--- src/rtl/uart_interface.sv ---
`timescale 1ns/1ps
// uart_interface
// Full-duplex 8N1 UART: start bit 0, 8 data bits LSB first, stop bit 1,
// each bit CLKS_PER_BIT system clocks long. TX and RX run independently.
//
// Ports
//   clk        system clock, rising edge
//   reset      asynchronous active-low reset
//   transmit   request to send TxData (ignored while a frame is in flight)
//   TxData     byte to transmit, latched when the request is accepted
//   TxD        serial transmit line, idle high
//   tx_busy    high while a frame is being sent
//   tx_done    one-cycle pulse after the stop bit completes
//   RxD        serial receive line, asynchronous to clk
//   RxData     last correctly received byte
//   rx_valid   one-cycle pulse when RxData updates
//   frame_err  one-cycle pulse when a received stop bit is 0
module uart_interface #(
    parameter int CLKS_PER_BIT = 434
) (
    input  logic       clk,
    input  logic       reset,
    input  logic       transmit,
    input  logic [7:0] TxData,
    output logic       TxD,
    output logic       tx_busy,
    output logic       tx_done,
    input  logic       RxD,
    output logic [7:0] RxData,
    output logic       rx_valid,
    output logic       frame_err
);
    localparam int CNT_W = $clog2(CLKS_PER_BIT);
    localparam logic [CNT_W-1:0] CNT_LAST = CNT_W'(CLKS_PER_BIT - 1);
    localparam logic [CNT_W-1:0] CNT_HALF = CNT_W'(CLKS_PER_BIT / 2 - 1);

    typedef enum logic [1:0] {TX_IDLE, TX_START, TX_DATA, TX_STOP} tx_state_t;
    typedef enum logic [1:0] {RX_IDLE, RX_START, RX_DATA, RX_STOP} rx_state_t;

    // ---------------------------------------------------------------- TX
    tx_state_t        r_tx_state, w_tx_state_nx;
    logic [CNT_W-1:0] r_tx_cnt,   w_tx_cnt_nx;
    logic [7:0]       r_tx_shift, w_tx_shift_nx;
    logic [2:0]       r_tx_bit,   w_tx_bit_nx;
    logic             r_txd, r_tx_busy, r_tx_done;
    logic             w_tx_last;

    assign w_tx_last = (r_tx_cnt == CNT_LAST);

    always_ff @(posedge clk or negedge reset) begin
        if (!reset) begin
            r_tx_state <= TX_IDLE;
            r_tx_cnt   <= '0;
            r_tx_shift <= '0;
            r_tx_bit   <= '0;
        end else begin
            r_tx_state <= w_tx_state_nx;
            r_tx_cnt   <= w_tx_cnt_nx;
            r_tx_shift <= w_tx_shift_nx;
            r_tx_bit   <= w_tx_bit_nx;
        end
    end

    always_comb begin
        w_tx_state_nx = r_tx_state;
        w_tx_cnt_nx   = r_tx_cnt;
        w_tx_shift_nx = r_tx_shift;
        w_tx_bit_nx   = r_tx_bit;
        case (r_tx_state)
            TX_IDLE: begin
                if (transmit) begin
                    w_tx_shift_nx = TxData;
                    w_tx_cnt_nx   = '0;
                    w_tx_bit_nx   = '0;
                    w_tx_state_nx = TX_START;
                end
            end
            TX_START: begin
                w_tx_cnt_nx = r_tx_cnt + CNT_W'(1);
                if (w_tx_last) begin
                    w_tx_cnt_nx   = '0;
                    w_tx_state_nx = TX_DATA;
                end
            end
            TX_DATA: begin
                w_tx_cnt_nx = r_tx_cnt + CNT_W'(1);
                if (w_tx_last) begin
                    w_tx_cnt_nx   = '0;
                    w_tx_shift_nx = r_tx_shift >> 1;
                    w_tx_bit_nx   = r_tx_bit + 3'd1;
                    if (r_tx_bit == 3'd7) begin
                        w_tx_state_nx = TX_STOP;
                    end
                end
            end
            TX_STOP: begin
                w_tx_cnt_nx = r_tx_cnt + CNT_W'(1);
                if (w_tx_last) begin
                    w_tx_cnt_nx   = '0;
                    w_tx_state_nx = TX_IDLE;
                end
            end
            default: w_tx_state_nx = TX_IDLE;
        endcase
    end

    // Line outputs are registered from the state, so the pin view trails the
    // FSM by one cycle: request at edge N shows on TxD/tx_busy from edge N+1.
    // tx_done fires on the first cycle the FSM is back in IDLE with busy
    // still set, which is also the edge a held request re-starts the FSM.
    always_ff @(posedge clk or negedge reset) begin
        if (!reset) begin
            r_txd     <= 1'b1;
            r_tx_busy <= 1'b0;
            r_tx_done <= 1'b0;
        end else begin
            r_tx_busy <= (r_tx_state != TX_IDLE);
            r_tx_done <= r_tx_busy && (r_tx_state == TX_IDLE);
            case (r_tx_state)
                TX_START: r_txd <= 1'b0;
                TX_DATA:  r_txd <= r_tx_shift[0];
                default:  r_txd <= 1'b1;
            endcase
        end
    end

    assign TxD     = r_txd;
    assign tx_busy = r_tx_busy;
    assign tx_done = r_tx_done;

    // ---------------------------------------------------------------- RX
    rx_state_t        r_rx_state, w_rx_state_nx;
    logic [CNT_W-1:0] r_rx_cnt,   w_rx_cnt_nx;
    logic [7:0]       r_rx_shift, w_rx_shift_nx;
    logic [2:0]       r_rx_bit,   w_rx_bit_nx;
    logic             r_rx_meta, r_rx_sync, r_rx_prev;
    logic [7:0]       r_rx_data;
    logic             r_rx_valid, r_frame_err;
    logic             w_rx_last, w_rx_stop_sample;

    assign w_rx_last        = (r_rx_cnt == CNT_LAST);
    assign w_rx_stop_sample = (r_rx_state == RX_STOP) && w_rx_last;

    always_ff @(posedge clk or negedge reset) begin
        if (!reset) begin
            r_rx_meta  <= 1'b1;
            r_rx_sync  <= 1'b1;
            r_rx_prev  <= 1'b1;
            r_rx_state <= RX_IDLE;
            r_rx_cnt   <= '0;
            r_rx_shift <= '0;
            r_rx_bit   <= '0;
        end else begin
            r_rx_meta  <= RxD;
            r_rx_sync  <= r_rx_meta;
            r_rx_prev  <= r_rx_sync;
            r_rx_state <= w_rx_state_nx;
            r_rx_cnt   <= w_rx_cnt_nx;
            r_rx_shift <= w_rx_shift_nx;
            r_rx_bit   <= w_rx_bit_nx;
        end
    end

    // START counts to the start-bit centre; from there every bit is sampled
    // a full bit period later, so all samples land at bit centres.
    always_comb begin
        w_rx_state_nx = r_rx_state;
        w_rx_cnt_nx   = r_rx_cnt;
        w_rx_shift_nx = r_rx_shift;
        w_rx_bit_nx   = r_rx_bit;
        case (r_rx_state)
            RX_IDLE: begin
                if (!r_rx_sync && r_rx_prev) begin
                    w_rx_cnt_nx   = '0;
                    w_rx_state_nx = RX_START;
                end
            end
            RX_START: begin
                w_rx_cnt_nx = r_rx_cnt + CNT_W'(1);
                if (r_rx_cnt == CNT_HALF) begin
                    w_rx_cnt_nx   = '0;
                    w_rx_bit_nx   = '0;
                    w_rx_state_nx = r_rx_sync ? RX_IDLE : RX_DATA;
                end
            end
            RX_DATA: begin
                w_rx_cnt_nx = r_rx_cnt + CNT_W'(1);
                if (w_rx_last) begin
                    w_rx_cnt_nx   = '0;
                    w_rx_shift_nx = {r_rx_sync, r_rx_shift[7:1]};
                    w_rx_bit_nx   = r_rx_bit + 3'd1;
                    if (r_rx_bit == 3'd7) begin
                        w_rx_state_nx = RX_STOP;
                    end
                end
            end
            RX_STOP: begin
                w_rx_cnt_nx = r_rx_cnt + CNT_W'(1);
                if (w_rx_last) begin
                    w_rx_cnt_nx   = '0;
                    w_rx_state_nx = RX_IDLE;
                end
            end
            default: w_rx_state_nx = RX_IDLE;
        endcase
    end

    always_ff @(posedge clk or negedge reset) begin
        if (!reset) begin
            r_rx_data   <= '0;
            r_rx_valid  <= 1'b0;
            r_frame_err <= 1'b0;
        end else begin
            r_rx_valid  <= 1'b0;
            r_frame_err <= 1'b0;
            if (w_rx_stop_sample) begin
                if (r_rx_sync) begin
                    r_rx_data  <= r_rx_shift;
                    r_rx_valid <= 1'b1;
                end else begin
                    r_frame_err <= 1'b1;
                end
            end
        end
    end

    assign RxData    = r_rx_data;
    assign rx_valid  = r_rx_valid;
    assign frame_err = r_frame_err;

endmodule

--- config.mk ---
export PLATFORM = sky130hd
export DESIGN_NAME = uart_interface
export DESIGN_NICKNAME = d
export VERILOG_FILES = /design/src/rtl/uart_interface.sv
export SDC_FILE = /design/constraint.sdc
export NUM_CORES = 1
export LEC_CHECK = 0
export BUFFER_PORTS_ARGS = -buffer_cell sky130_fd_sc_hd__buf_2
export CAP_MARGIN = 10
export CORE_AREA = 2 2 75 77
export DETAILED_ROUTE_END_ITERATION = 6
export DIE_AREA = 0 0 77 79
export HOLD_SLACK_MARGIN = 0.15
export PLACE_DENSITY = 0.87
export SLEW_MARGIN = 10
export SYNTH_ARGS = -nofsm -noshare
export SYNTH_HDL_FRONTEND = slang
export SYNTH_SLANG_ARGS = --single-unit
export TNS_END_PERCENT = 50
--- constraint.sdc ---
create_clock -name clk -period 4.8 [get_ports clk]
set_input_delay 0.48 -clock clk [delete_from_list [all_inputs] [get_ports clk]]
set_output_delay 0.48 -clock clk [all_outputs]
set_load 0.01 [all_outputs]
==> flow_metrics.env <==
export IMPL_status="finished, final reports clean"
export IMPL_synth_top_area_cell="dfrtp_1"
export IMPL_io_buffers=24
export IMPL_required_ns=5.02
export IMPL_cts_setup_buffers=0
export IMPL_syn_inst=271
export IMPL_hold_buffers=0
export IMPL_avgSynthCellArea_um2=11.27
export IMPL_multi_input_area_um2=1438
export IMPL_rrSetupSlack_ns=2.34
export IMPL_antenna_found_initial=0
export IMPL_place_congestion=0.7626
export IMPL_vias=2039
export IMPL_p_per_area_nw_per_um2=313.5
export IMPL_num_nets_final=323
export IMPL_hold_violations=0
export IMPL_cellLeakagePower_nw=1.635
export IMPL_io_pins=25
export IMPL_rr_worst_depth=5
export IMPL_met1Wirelength_um=2453
export IMPL_maxCapViolCount=0
export IMPL_ir_drop_v=0.0002377
export IMPL_synth_cell_types=44
export IMPL_die_h_um=79
export IMPL_post_layout_nonfiller_instances=374
export IMPL_min_to="r_rx_meta"
export IMPL_track_usage=0.1881
export IMPL_reg2reg_from="r_tx_state[0]"
export IMPL_rsz0062_at_grt="no"
export IMPL_yosys_warnings=0
export IMPL_clk_latency_ns=0.34
export IMPL_htree_levels=3
export IMPL_routed_wirelength_um=5303
export IMPL_timing_final_crit_share=0.5131
export IMPL_fin_setup_tns_ns=0
export IMPL_slew_headroom=0.2333
export IMPL_dieArea_um2=6083
export IMPL_async_flop_share=1.000
export IMPL_gr_total_overflow=0
export IMPL_tritoncts="built"
export IMPL_r2r_end="r_tx_shift[5]"
export IMPL_synth_edff_count=0
export IMPL_synth_area_top_cells="dfrtp_1 (46%), mux2_2 (9.2%), ha_1 (5.7%)"
export IMPL_clkSinkCount=60
export IMPL_areaGrowthSynthToFinish_pct=11.19
export IMPL_fp_coreArea_um2=5338
export IMPL_synth_seq_area_share=0.4934
export IMPL_worstPathArrival_ns=2.68
export IMPL_drtIter0Drc=83
export IMPL_synth_top_cell_area_share=0.4590
export IMPL_final_seq_area_um2=1506
export IMPL_wl_met2_um=2612
export IMPL_slew_viol_final=0
export IMPL_post_dp_hpwl_um=3631
export IMPL_hold_class="in2reg"
export IMPL_cts_root_buf="clkbuf_8"
export IMPL_start_kind="flip-flop"
export IMPL_final_util=0.6360
export IMPL_cts_path_max_buffers=2
export IMPL_synth_common_cells="dfrtp_1 (56), nand2_1 (34), mux2_2 (25)"
export IMPL_path_class="reg2reg"
export IMPL_wl_met3_um=198
export IMPL_post_cts_resized=0
export IMPL_grt_start_max_net_pins=61
export IMPL_startpoint="r_tx_state[0]"
export IMPL_firstDrtPassIters=4
export IMPL_ys_ff_latch=60
export IMPL_placed_cells=358
export IMPL_synth_nets=297
export IMPL_yosysMostFrequentCell="dfrtp_1"
export IMPL_drive_above_1_share=0.2881
export IMPL_skew_ns=0.009697
export IMPL_dieWidth_um=77
export IMPL_fmax_ghz=0.4060
export IMPL_start_util=0.5720
export IMPL_crit_fanout=16
export IMPL_drc=0
export IMPL_grt_pass1_vias=1972
export IMPL_antennaDiodeCount=0
export IMPL_cts_buffers_inserted=9
export IMPL_routed_via_density=5.452
export IMPL_drtAntennaViolNets=0
export IMPL_tightestPinTransition_ns=1.143
export IMPL_min_path_cells=1
export IMPL_netlist_area_um2=3053
export IMPL_worstHoldStart="RxD"
export IMPL_wire_per_inst_um=14.18
export IMPL_cp_end_kind="flip-flop"
export IMPL_synthFlopType="dfrtp_1"
export IMPL_finalSetupViolCount=0
export IMPL_rows=27
export IMPL_clkTransAtPathRegs_ns=0.06
export IMPL_fillCellCount=423
export IMPL_highest_layer="met4"
export IMPL_fin_crit_ns=2.463
export IMPL_grt_pass1_wl_um=8990
metal layers:
metal / up-vias / track usage
li1: 1023 / -
met1: 976 / 0.2349
met2: 35 / 0.3096
met3: 5 / 0.06591
met4: 0 / 0.05893
met5: - / 0
worst max-delay path by stage:
stage                               end  slack [ns]  depth (start not counted)
after floorplan           r_tx_state[1]        2.79                          6
after global placement    r_tx_state[1]        2.43                          5
after detailed placement  r_tx_state[1]        2.32                          5
after CTS                 r_tx_shift[5]        2.33                          5
after global routing      r_tx_state[1]        2.11                          5
final                     r_tx_shift[5]        2.34                          5
kinds of logic after synthesis:
kind of cell / synth area share
DFF: 0.4934
and+or+nand+nor: 0.1467
adders and majority gates: 0.05738
buffers and inverters: 0.03565
muxes: 0.1545
AOI/OAI and AO/OA: 0.1123
registers in the layout (all words and copies together) (netlist names), 2 cells and up, named ones only:
name	cells
r_tx_shift	8
r_tx_cnt	9
r_rx_bit	3
RxData	8
r_rx_shift	8
r_rx_cnt	9
r_tx_state	2
r_tx_bit	3
where the power goes:
part	leakage [nW]	internal (W)	switching, W
Clock	0.0783	0.000186	0.000200
Sequential	0.731	0.000536	0.0000378
Combinational	0.826	0.0000526	0.0000528
Total	1.63	0.000774	0.000290
critical path: stages (launching register included):
cell	delay, ns
dfrtp_1	0.41
inv_1	0.12
ha_1	0.39
nor2b_1	0.92
a211oi_4	0.17
mux2_2	0.34
cell usage in the layout (no fill, tap or decap), drive strengths merged, types with 3 or more instances in the layout:
master | netlist | routed
clkbuf | 7 | 10
a21o | 3 | 3
dfstp | 4 | 4
clkinvlp | 0 | 3
clkinv | 0 | 3
a21oi | 8 | 8
inv | 15 | 15
nor2 | 6 | 6
mux2i | 7 | 7
a2bb2oi | 3 | 3
nand2 | 36 | 36
and4bb | 3 | 3
nand4 | 3 | 3
o21ai | 10 | 10
a211oi | 5 | 5
dfrtp | 56 | 56
ha | 14 | 14
nor2b | 3 | 3
and4b | 3 | 3
a22o | 3 | 3
and2 | 4 | 4
and3 | 3 | 3
o22ai | 8 | 8
buf | 4 | 26
nand3 | 7 | 7
nor3 | 6 | 6
mux2 | 33 | 33
area by class of cell:
type	instances	share of cell area
Clock inverter	6	0.01216
Sequential cell	60	0.4438
Timing Repair Buffer	26	0.03981
Multi-Input combinational cell	185	0.4235
Inverter	15	0.01659
Clock buffer	10	0.03760
Tap cell	72	0.02654
per-stage QoR:
step | instance area [um^2] | power, W | worst slack [ns] | hold slack [ns]
after floorplan | 3053 | 0.0006500 | 2.793 | 0.1844
after global placement | 3226 | 0.0006812 | 2.434 | 0.3606
after detailed placement | 3226 | 0.0006877 | 2.325 | 0.3603
after CTS | 3395 | 0.001076 | 2.327 | 0.2251
after global routing | 3395 | 0.001119 | 2.107 | 0.2207
final | 3395 | 0.001064 | 2.337 | 0.2451
No activity file was read; power rests on OpenSTA's default activity.
